**src/rtl/sha256_msg_padder.sv**
```systemverilog
// sha256_msg_padder: streams a word-aligned message from memory as 512-bit
// SHA-256 blocks (16 x 32-bit words), appending the 0x80 pad word, zero fill
// and the 64-bit bit length.
// Optional build macro: SHA256_PAD_BYTESWAP_EN byte-reverses message words
// read from memory. Pad and length words are never swapped.
module sha256_msg_padder #(
  parameter int ADDR_W = 16,
  parameter int LEN_W  = 16
) (
  input  logic              clk,
  input  logic              reset_n,
  input  logic              i_start,
  input  logic [ADDR_W-1:0] i_message_addr,
  input  logic [LEN_W-1:0]  i_num_words,
  output logic [ADDR_W-1:0] o_mem_addr,
  output logic              o_mem_re,
  input  logic [31:0]       i_mem_read_data,
  output logic              o_out_valid,
  input  logic              i_out_ready,
  output logic [31:0]       o_out_data,
  output logic [3:0]        o_out_idx,
  output logic              o_out_blk_last,
  output logic              o_out_msg_last,
  output logic              o_busy,
  output logic              o_done
);

  typedef enum logic [2:0] {
    S_IDLE    = 3'd0,
    S_RD_REQ  = 3'd1,
    S_RD_WAIT = 3'd2,
    S_HOLD    = 3'd3,
    S_EMIT    = 3'd4,
    S_FIN     = 3'd5
  } state_t;

  state_t            r_state, w_state_nxt;
  logic [LEN_W:0]    r_g, w_g_nxt, w_g1;
  logic [LEN_W:0]    r_last, w_last_nxt;
  logic [LEN_W-1:0]  r_n, w_n_nxt;
  logic [ADDR_W-1:0] r_base, w_base_nxt;
  logic              r_mem_re, w_re_nxt;
  logic [ADDR_W-1:0] r_mem_addr, w_addr_nxt;
  logic              r_out_valid, w_valid_nxt;
  logic [31:0]       r_out_data, w_data_nxt;
  logic [3:0]        r_out_idx, w_idx_nxt;
  logic              r_out_blk_last, w_blk_last_nxt;
  logic              r_out_msg_last, w_msg_last_nxt;
  logic              r_busy, w_busy_nxt;
  logic              r_done, w_done_nxt;
  logic              w_hs;

  // Index of the final stream word: 16*B-1 with B = (n+2)/16 + 1.
  function automatic logic [LEN_W:0] last_g_of(input logic [LEN_W-1:0] n);
    logic [LEN_W:0] s;
    s = {1'b0, n} + {{(LEN_W-1){1'b0}}, 2'b10};
    return {s[LEN_W:4], 4'hF};
  endfunction

  // Generated (non-memory) word for stream position g.
  function automatic logic [31:0] gen_word(input logic [LEN_W:0] g,
                                           input logic [LEN_W-1:0] n,
                                           input logic [LEN_W:0] last);
    logic [63:0] len_bits;
    len_bits = {{(64-LEN_W-5){1'b0}}, n, 5'b00000};
    if (g == {1'b0, n})
      return 32'h8000_0000;
    else if (g == (last - {{LEN_W{1'b0}}, 1'b1}))
      return len_bits[63:32];
    else if (g == last)
      return len_bits[31:0];
    else
      return 32'h0000_0000;
  endfunction

  // Message word as presented on the output stream.
  function automatic logic [31:0] msg_word(input logic [31:0] d);
`ifdef SHA256_PAD_BYTESWAP_EN
    return {d[7:0], d[15:8], d[23:16], d[31:24]};
`else
    return d;
`endif
  endfunction

  assign w_hs = r_out_valid && i_out_ready;
  assign w_g1 = r_g + {{LEN_W{1'b0}}, 1'b1};

  // Next-state and next-output computation; all outputs are registered below.
  always_comb begin
    w_state_nxt    = r_state;
    w_g_nxt        = r_g;
    w_n_nxt        = r_n;
    w_base_nxt     = r_base;
    w_last_nxt     = r_last;
    w_re_nxt       = 1'b0;
    w_addr_nxt     = r_mem_addr;
    w_valid_nxt    = r_out_valid;
    w_data_nxt     = r_out_data;
    w_idx_nxt      = r_out_idx;
    w_blk_last_nxt = r_out_blk_last;
    w_msg_last_nxt = r_out_msg_last;
    w_busy_nxt     = r_busy;
    w_done_nxt     = 1'b0;
    case (r_state)
      S_IDLE: begin
        if (i_start) begin
          w_n_nxt    = i_num_words;
          w_base_nxt = i_message_addr;
          w_last_nxt = last_g_of(i_num_words);
          w_g_nxt    = '0;
          w_busy_nxt = 1'b1;
          if (i_num_words != '0) begin
            w_state_nxt = S_RD_REQ;
            w_re_nxt    = 1'b1;
            w_addr_nxt  = i_message_addr;
          end else begin
            w_state_nxt    = S_EMIT;
            w_valid_nxt    = 1'b1;
            w_data_nxt     = 32'h8000_0000;
            w_idx_nxt      = 4'd0;
            w_blk_last_nxt = 1'b0;
            w_msg_last_nxt = 1'b0;
          end
        end else begin
          w_state_nxt = S_IDLE;
        end
      end
      S_RD_REQ: begin
        w_state_nxt = S_RD_WAIT;
      end
      S_RD_WAIT: begin
        w_state_nxt    = S_HOLD;
        w_valid_nxt    = 1'b1;
        w_data_nxt     = msg_word(i_mem_read_data);
        w_idx_nxt      = r_g[3:0];
        w_blk_last_nxt = (r_g[3:0] == 4'hF);
        w_msg_last_nxt = (r_g == r_last);
      end
      S_HOLD, S_EMIT: begin
        if (w_hs) begin
          if (r_g == r_last) begin
            w_state_nxt = S_FIN;
            w_valid_nxt = 1'b0;
            w_busy_nxt  = 1'b0;
            w_done_nxt  = 1'b1;
          end else if (w_g1 < {1'b0, r_n}) begin
            w_state_nxt = S_RD_REQ;
            w_g_nxt     = w_g1;
            w_valid_nxt = 1'b0;
            w_re_nxt    = 1'b1;
            w_addr_nxt  = r_base + ADDR_W'(w_g1);
          end else begin
            w_state_nxt    = S_EMIT;
            w_g_nxt        = w_g1;
            w_valid_nxt    = 1'b1;
            w_data_nxt     = gen_word(w_g1, r_n, r_last);
            w_idx_nxt      = w_g1[3:0];
            w_blk_last_nxt = (w_g1[3:0] == 4'hF);
            w_msg_last_nxt = (w_g1 == r_last);
          end
        end else begin
          w_state_nxt = r_state;
        end
      end
      S_FIN: begin
        w_state_nxt = S_IDLE;
      end
      default: begin
        w_state_nxt = S_IDLE;
        w_valid_nxt = 1'b0;
        w_busy_nxt  = 1'b0;
      end
    endcase
  end

  // FSM state register.
  always_ff @(posedge clk or negedge reset_n) begin
    if (!reset_n) r_state <= S_IDLE;
    else          r_state <= w_state_nxt;
  end

  // Counters, captured request parameters and registered outputs.
  always_ff @(posedge clk or negedge reset_n) begin
    if (!reset_n) begin
      r_g            <= '0;
      r_n            <= '0;
      r_base         <= '0;
      r_last         <= '0;
      r_mem_re       <= 1'b0;
      r_mem_addr     <= '0;
      r_out_valid    <= 1'b0;
      r_out_data     <= 32'h0000_0000;
      r_out_idx      <= 4'd0;
      r_out_blk_last <= 1'b0;
      r_out_msg_last <= 1'b0;
      r_busy         <= 1'b0;
      r_done         <= 1'b0;
    end else begin
      r_g            <= w_g_nxt;
      r_n            <= w_n_nxt;
      r_base         <= w_base_nxt;
      r_last         <= w_last_nxt;
      r_mem_re       <= w_re_nxt;
      r_mem_addr     <= w_addr_nxt;
      r_out_valid    <= w_valid_nxt;
      r_out_data     <= w_data_nxt;
      r_out_idx      <= w_idx_nxt;
      r_out_blk_last <= w_blk_last_nxt;
      r_out_msg_last <= w_msg_last_nxt;
      r_busy         <= w_busy_nxt;
      r_done         <= w_done_nxt;
    end
  end

  assign o_mem_re       = r_mem_re;
  assign o_mem_addr     = r_mem_addr;
  assign o_out_valid    = r_out_valid;
  assign o_out_data     = r_out_data;
  assign o_out_idx      = r_out_idx;
  assign o_out_blk_last = r_out_blk_last;
  assign o_out_msg_last = r_out_msg_last;
  assign o_busy         = r_busy;
  assign o_done         = r_done;

endmodule

```
**config.mk**
```make
export PLATFORM = sky130hd
export DESIGN_NAME = sha256_msg_padder
export DESIGN_NICKNAME = d
export VERILOG_FILES = /design/src/rtl/sha256_msg_padder.sv
export SDC_FILE = /design/constraint.sdc
export NUM_CORES = 1
export LEC_CHECK = 0
export CORE_AREA = 2 2 147 120
export CTS_CLUSTER_SIZE = 14
export DETAILED_ROUTE_END_ITERATION = 10
export DIE_AREA = 0 0 149 122
export PLACE_DENSITY = 0.76
export SYNTH_ARGS = -nofsm -noshare
export SYNTH_HDL_FRONTEND = slang
export SYNTH_SLANG_ARGS = --single-unit
export TNS_END_PERCENT = 5
```
**constraint.sdc**
```tcl
create_clock -name clk -period 4.5 [get_ports clk]
set_clock_uncertainty 0.2 [all_clocks]
set_input_delay 0.45 -clock clk [delete_from_list [all_inputs] [get_ports clk]]
set_output_delay 0.45 -clock clk [all_outputs]
set_load 0.03 [all_outputs]
```
# --- Word level (Yosys, flattened, before mapping) ---
# Cells that the tools add are included.
op_classes:
  reduce_logical: 14
  muxes: 60
  add_sub_neg: 4
  bitwise: 2
  eq_ne: 19
  magnitude_cmp: 1
op_table:
  columns: ["cell", "n"]
  rows:
  - ["$mux W32", 6]
  - ["$pmux W32 S3", 1]
  - ["$mux W16", 5]
  - ["$eq A17 B17 Y1", 3]
  - ["$mux W17", 3]
  - ["$mux W21", 2]
  - ["$pmux W17 S2", 1]
  - ["$pmux W16 S2", 1]
  - ["$mux W1", 24]
  - ["$mux W4", 5]
  - ["$add A16 B2 Y17 const B", 1]
  - ["$add A17 B1 Y17 const B", 1]
  - ["$eq A17 B16 Y1", 1]
  - ["$lt A17 B16 Y1", 1]
  - ["$sub A17 B1 Y17 const B", 1]
  - ["$add A16 B16 Y16", 1]
  - ["$ne A2 B2 Y1 const B", 8]
  - ["$reduce_bool A16 Y1", 1]
  - ["$mux W3", 5]
  - ["$pmux W3 S4", 1]
  - ["$pmux W4 S3", 1]
  - ["$reduce_and A4 Y1", 3]
  - ["$reduce_and A6 Y1", 2]
  - ["$pmux W1 S3", 3]
  - ["other kinds (14)", 19]
word_totals:
  inputBits: 68
  out_inout_bits: 58
  register_bits: 127

# --- Logic depth before layout (Yosys ltp) ---
# Gate-level depths: netlist (run 1).
depth:
  word_depth: 9
  mapped_depth: 16
  mapped_depth_nobuf: 13

# --- Least setup slack after synthesis (run 1) ---
# Ideal clock, no wire load.
synth_timing:
  path_type: "register to register"
  startpoint: "register r_g[0]"
  endpoint: "register r_out_blk_last (netlist: o_out_blk_last)"
  period_less_slack_ps: 3871
  setup_ps: 125
  stages_incl_launch_ff: 15
  slack_ps: 629
  path_buffers: 2
  arrival_time_ps: 3546
  path_cell_list: "dfrtp_1 > ha_1 > nand3_4 > nor4_1 > xor2_1 > ha_1 > nand3_1 > nor2_1 > a2111oi_0 > o211a_1 > a211o_1 > buf_4 > a211oi_2 > buf_4 > mux2_2"
synth_via:
  elab_chain_cells: 6
  word_cells_on_any_way: 12
  cone_classes: "1 x add/sub; 1 x order compare; 5 x eq/ne; 4 x mux; 1 x reduce/logical"
synth_rtl:
  columns: ["item", "line_no", "text"]
  rows:
  - ["from (decl)", "38", "logic [LEN_W:0] r_g, w_g_nxt, w_g1;"]
  - ["from (signal assigned)", "199", "r_g <= w_g_nxt;"]
  - ["branches (longest 6 deep; another with $add A17 B1 Y17)", null, null]
  - ["to (signal assigned)", "208", "r_out_blk_last <= w_blk_last_nxt;"]
  - ["to (decl)", "47", "logic r_out_blk_last, w_blk_last_nxt;"]
# Parallel ways; which one is timed is not known. The select of a mux whose other input is x is not followed.
# A chain may end at the register's enable or synchronous reset.

# --- Final worst setup path (run 1) ---
layout_timing:
  startpoint: "register r_g[3]"
  endpoint: "register r_out_blk_last (netlist: o_out_blk_last)"
# Same word-level chain as after synthesis.

==> results of run 1 <==
[kinds of logic after synthesis]
kind of cell	Yosys count	share of synthesized area
adder cells (fa/ha/maj)	34	0.05502
multiplexers	9	0.01272
flip-flops	124	0.3943
XOR/XNOR	56	0.06424
AO/OA/AOI/OAI	231	0.1973
buffers and inverters	103	0.05772
AND/OR/NAND/NOR	366	0.2186
[cells in the final DEF (no fill, tap or decap), types with 33 or more instances in the layout]
master / synthesis / routed
a21oi_1: 39 / 39
buf_4: 5 / 45
clkdlybuf4s50_1: 0 / 124
dfrtp_1: 124 / 123
ha_1: 33 / 33
inv_1: 48 / 48
nand2_1: 183 / 183
nand3_1: 45 / 45
nor2_1: 64 / 64
o21ai_0: 84 / 84
[cell type report]
cell class                 instances  share of cell area
inverter                          49             0.01811
sequential                       124              0.3057
multi-input combinational        697              0.4292
clock buffer                      19             0.04460
timing repair buffer             171              0.1585
clock inverter                    13             0.01626
tap                              225             0.02772
[path summary, 6_finish.rpt]
check / slack, ns / cells past startpoint / to
max in group asynchronous: 2.65 / 3 / o_mem_addr[11]
max reg2reg: 0.22 / 11 / o_out_blk_last
min in group asynchronous: 0.52 / 2 / o_out_data[30]
min reg2reg: 0.29 / 2 / r_base[8]
min: 0.29 / 2 / r_base[8]
max: 0.22 / 11 / o_out_blk_last
[critical path: stages, from the launching register on]
cell      delay, ns
dfrtp_1        0.50
nand4_4        0.18
or4_1          0.59
xnor2_1        0.20
ha_1           0.32
nand3_1        0.16
nor3_1         0.27
o21ai_0        0.13
o211a_1        0.16
a211o_1        0.37
a211oi_4       0.67
mux2_2         0.41
[state kept, by name, summed over array words and instances, names as in the netlist]
name            flops
r_g                17
o_busy              1
o_done              1
o_out_data         32
o_out_blk_last      1
r_last             14
o_mem_addr         16
r_state             3
r_n                16
o_out_msg_last      1
o_out_valid         1
o_mem_re            1
o_out_idx           4
r_base             16
[through the flow]
step,cells,power [mW],area (sq um),utilization
floorplan,923,4.116,7869,-
global placement,1264,5.239,9505,0.5627
detailed placement,1264,5.306,9505,0.5627
CTS,1298,6.777,10150,0.6006
global route,1298,7.198,10150,0.6011
finish,1298,6.777,10150,0.6011
[report_power, final]
group	switching, mW	leakage (nW)	internal (mW)	total, mW
registers	0.354	1.53	1.58	1.94
logic	2.03	2.61	1.38	3.41
clock network	0.532	0.304	0.902	1.43
total	2.91	4.45	3.86	6.78
[timing repair]
item,4_1_cts,5_1_grt
hold buffers,1,0
buffers inserted,0,0
endpoints found under the hold margin,40,0
gates resized for setup,0,3
gates cloned,1,0
pin swaps,1,1
setup endpoints to repair,13,28
[per-layer routing]
metal	up-vias	GRT usage	wire length (um)
met5	-	0	0
met4	0	0.08750	482
met3	36	0.04869	1637
met2	268	0.3776	9939
met1	3472	0.3687	10420
li1	3512	-	-
==> impl_metrics.csv, run 1 <==
group,metric,value,unit
synth,postSynth.asyncResetShare,1.000,
synth,synthDistinctLibCells,71,
sta,rsz0062_at_grt,"no",
sta,tightestPinTransition,1.145,ns
synth,ys_seq_area_frac,0.3943,
sta,finalHoldWorstSlack,0.2940,ns
sta,report.final.slew_viol_count,0,
clocking,cts_sinks,124,
clocking,clk_pin_slew,0.06,ns
synth,synth-seq-cells,124,
placed_design,place_hpwl,16590,um
floorplan,die_h,122,um
route,drc,0,
layout,nFillCells,1495,
worst_setup_path,endpoint_kind,"flip-flop",
power,leakagePower,4.447,nW
flow_run,maxCapViolCount,0,
global_route,grt_pass1_wl,35890,um
clocking,clk_latency,0.44,ns
synth,yosys_warnings,0,
sta,fmax,233.5,MHz
floorplan,start_util,0.4658,
global_route,track_usage,0.2532,
worst_setup_path,startpoint,"r_g[3]",
worst_setup_path,arrival,4.40,ns
sta,slew_headroom,0.2340,
synth,synth_flop_cell,"dfrtp_1",
route,first_iter_violations,555,
layout,syn2layout_area_growth,29.05,%
power,power_density,667.3,nW/um^2
sta,setup_violations,0,
synth,synthTopCellsByCount,"183 x nand2_1, 124 x dfrtp_1, 84 x o21ai_0",
route,routedWlPerCell,17.32,um
route,firstDrtPassIters,5,
worst_setup_path,worstPathRequired,4.62,ns
route,postRouteAntennaNets,0,
sta,fin_setup_tns,0,ns
clocking,cts_tree,"yes",
status,status,"finished, final reports clean",
route,avgViaCountPerCell,5.615,
clocking,cts_root_buf,"clkbuf_16",
synth,synth-edff-count,0,
placed_design,dpl_worst_slack,-0.03764,ns
synth,syn_inst,923,
global_route,grt_pass1_vias,6732,
layout,multi_input_area,4358,sq um
sta,final_hold_viol_count,0,
sta,setup_ws,0.2165,ns
floorplan,core_area,16890,sq um
worst_setup_path,crit_fanout,12,
placed_design,globalplace.congestion,0.9946,
route,vias,7288,
worst_setup_path,r2r-start,"r_g[3]",
global_route,grt_antenna_before_repair,0,
floorplan,rows,43,
placed_design,numPortBuffers,125,
floorplan,dieArea,18180,sq um
worst_setup_path,critical_path_class,"flip-flop to flip-flop",
layout,diodes,0,
clocking,numCtsBuffers,17,
layout,fin_nets,1162,
sta,fin_crit,4.284,ns
clocking,clockBufferDepth,2,
layout,drive_gt1_frac,0.1072,
synth,yosysMostFrequentCell,"nand2_1",
synth,synth_top_area_cell,"dfrtp_1",
sta,final.period_utilization,0.9519,
clocking,htreeDepth,4,
synth,syn_nets,1025,
layout,regArea,3104,sq um
synth,synth_area_leaders,"dfrtp_1 39%, nand2_1 8.7%, o21ai_0 5.3%, ha_1 5.2%, xnor2_1 3.6%",
global_route,grt_max_degree,72,
route,finalWirelength,22480,um
synth,syn_area,7869,sq um
floorplan,die_x,149,um
global_route,grt_overflow,0,
synth,synth.avg_cell_area,8.525,sq um
synth,yosysTopAreaCellShare,0.3943,
worst_setup_path,critPathLaunchType,"flip-flop",
power,vdd_drop_max,253.7,uV
worst_hold_path,hp-class,"flip-flop to flip-flop",
worst_hold_path,min_from,"r_base[8]",
floorplan,ios,126,
Note: power is estimated with default switching activity, not from simulation.
==> run 2: changes to the inputs <==
--- a/config.mk
+++ b/config.mk
@@ -10,6 +10,7 @@
 export DETAILED_ROUTE_END_ITERATION = 10
 export DIE_AREA = 0 0 149 122
 export PLACE_DENSITY = 0.76
+export REMOVE_ABC_BUFFERS = 1
 export SYNTH_ARGS = -nofsm -noshare
 export SYNTH_HDL_FRONTEND = slang
 export SYNTH_SLANG_ARGS = --single-unit
==> impl_metrics.csv, run 2 (synthesis results as in run 1) <==
group,metric,value,unit
power,power.share.clock,0.218,
route,postRouteAntennaNets,0,
worst_setup_path,startpoint,"r_g[6]",
worst_setup_path,critical_path_class,"flip-flop to flip-flop",
power,sw_frac_of_total,0.4256,
route,vias,7252,
placed_design,numPortBuffers,125,
power,power_density,682.6,nW/um^2
worst_setup_path,regToRegEndpoint,"o_out_blk_last",
worst_setup_path,path_cells,"nand4_2 -> or4_1 -> xnor2_1 -> ha_1 -> nand3_1 -> nor3_1 -> o21ai_0 -> o211a_1 -> a211o_1 -> a211oi_4 -> buf_12 -> mux2_2",
sta,tightestPinTransition,1.102,ns
placed_design,dpl_cell_area,9345,sq um
worst_setup_path,critPathLaunchType,"flip-flop",
sta,setup_ws,0.2843,ns
worst_setup_path,arrival,4.32,ns
placed_design,dpl_worst_slack,0.1972,ns
floorplan,rows,43,
layout,finalInstanceArea,10020,sq um
worst_setup_path,slowest_delay,0.64,ns
worst_hold_path,hp-class,"flip-flop to flip-flop",
floorplan,start_util,0.4658,
worst_setup_path,endpoint_kind,"flip-flop",
status,status,"finished, final reports clean",
power,vdd_drop_max,339.0,uV
worst_setup_path,cp-endpoint,"o_out_blk_last",
clocking,cts_tree,"yes",
clocking,cts_root_buf,"clkbuf_16",
sta,rsz0062_at_grt,"no",
clocking,clk_pin_slew,0.06,ns
route,drc,0,
route,routedWlPerCell,17.13,um
floorplan,die_h,122,um
global_route,grt_antenna_before_repair,0,
route,first_iter_violations,653,
layout,drive_gt1_frac,0.08961,
floorplan,core_area,16890,sq um
clocking,clk_latency,0.42,ns
clocking,clockBufferDepth,2,
power,pwr-share-comb,0.500,
global_route,grt_pass1_vias,6900,
placed_design,place_hpwl,15560,um
worst_setup_path,reg2regPathDepth,12,
route,finalWirelength,21830,um
layout,nFillCells,1481,
power,total_power,6.837,mW
worst_setup_path,crit_fanout,28,
sta,report.final.slew_viol_count,0,
layout,final_cell_mix,"183 x nand2_1, 124 x clkdlybuf4s50_1, 121 x dfrtp_1",
worst_setup_path,crit_slowest_cell,"or4_1",
route,firstDrtPassIters,5,
worst_setup_path,r2r-start,"r_g[6]",
layout,diodes,0,
layout,fin_nets,1138,
global_route,grt_max_degree,125,
power,internal_power,3.927,mW
global_route,track_usage,0.2504,
sta,setup_violations,0,
sta,final.period_utilization,0.9368,
floorplan,ios,126,
sta,fin_crit,4.216,ns
layout,multi_input_area,4355,sq um
global_route,grt_pass1_wl,35990,um
clocking,numCtsBuffers,17,
clocking,htreeDepth,4,
route,avgViaCountPerCell,5.692,
sta,slew_headroom,0.2629,
layout,largest_reg_flops,32,
power,pwr-share-seq,0.283,
global_route,grt_overflow,0,
power,p_switching,2.910,mW
layout,regArea,3107,sq um
placed_design,globalplace.congestion,0.9758,
layout,final_common_cell,"nand2_1",
sta,final_hold_viol_count,0,
worst_setup_path,worstPathRequired,4.60,ns
worst_setup_path,r2r_slack,0.28,ns
floorplan,die_x,149,um
power,leakagePower,4.339,nW
flow_run,maxCapViolCount,0,
floorplan,dieArea,18180,sq um
layout,syn2layout_area_growth,27.30,%
sta,fmax,237.2,MHz
clocking,post-cts-setup-buffers,0,
clocking,cts_sinks,124,
==> run 2: worst min path at each step <==
stage | endpoint | slack (ns) | startpoint | cells after the start
after floorplan | o_busy | -0.05 | reset_n | 0
after global placement | r_base[0] | 0.26 | r_base[0] | 2
after detailed placement | r_base[11] | 0.27 | r_base[11] | 2
after CTS | r_base[9] | 0.29 | r_base[9] | 2
after global routing | r_base[11] | 0.31 | r_base[11] | 2
final | r_base[9] | 0.29 | r_base[9] | 2
==> run 2: area by class of cell <==
class / count / area share
inverters: 49 / 0.01836
repair buffers: 148 / 0.1446
well taps: 225 / 0.02810
clock inverters: 13 / 0.01874
clock buffers: 19 / 0.04522
flip-flops and latches: 124 / 0.3101
multi-input cells: 696 / 0.4348
==> run 2: critical path, delay by kind of cell, from the launching register on <==
kind                     cells  cell delay [ns]
multiplexers                 1             0.35
AO/OA/AOI/OAI                4             0.99
adder cells (fa/ha/maj)      1             0.30
flip-flops                   1             0.60
buffers and inverters        1             0.24
AND/OR/NAND/NOR              4             1.18
XOR/XNOR                     1             0.21
==> run 2: repair_timing <==
item	4_1_cts	5_1_grt
hold endpoints to repair	124	0
setup endpoints to repair	0	25
hold buffers	1	0
resized for setup	0	6
==> run 2: power by group through the flow <==
stage               sequential, mW  clock (mW)  combinational (mW)
floorplan                     2.35           0                1.70
global placement              1.94           0                3.33
detailed placement            1.94           0                3.38
CTS                           1.93        1.51                3.40
global route                  1.99        1.56                3.72
finish                        1.93        1.49                3.42
==> run 2: through the flow <==
stage          hold WS, ns  TNS (ns)  cells    util
2_1_floorplan     -0.04559    -55.00    869       -
3_5_place_dp        0.2736         0   1241  0.5532
6_report            0.2866         0   1274  0.5929
3_3_place_gp        0.2638         0   1241  0.5532
4_1_cts             0.2877         0   1274  0.5917
5_1_grt             0.3136         0   1274  0.5929
==> run 2: routing by layer <==
| metal | vias to the layer above | share of wire | GRT usage |
|---|---|---|---|
| li1 | 3463 | - | - |
| met1 | 3524 | 0.48 | 0.3676 |
| met2 | 246 | 0.44 | 0.3753 |
| met3 | 19 | 0.064 | 0.05955 |
| met4 | 0 | 0.010 | 0.05655 |
| met5 | - | 0 | 0 |
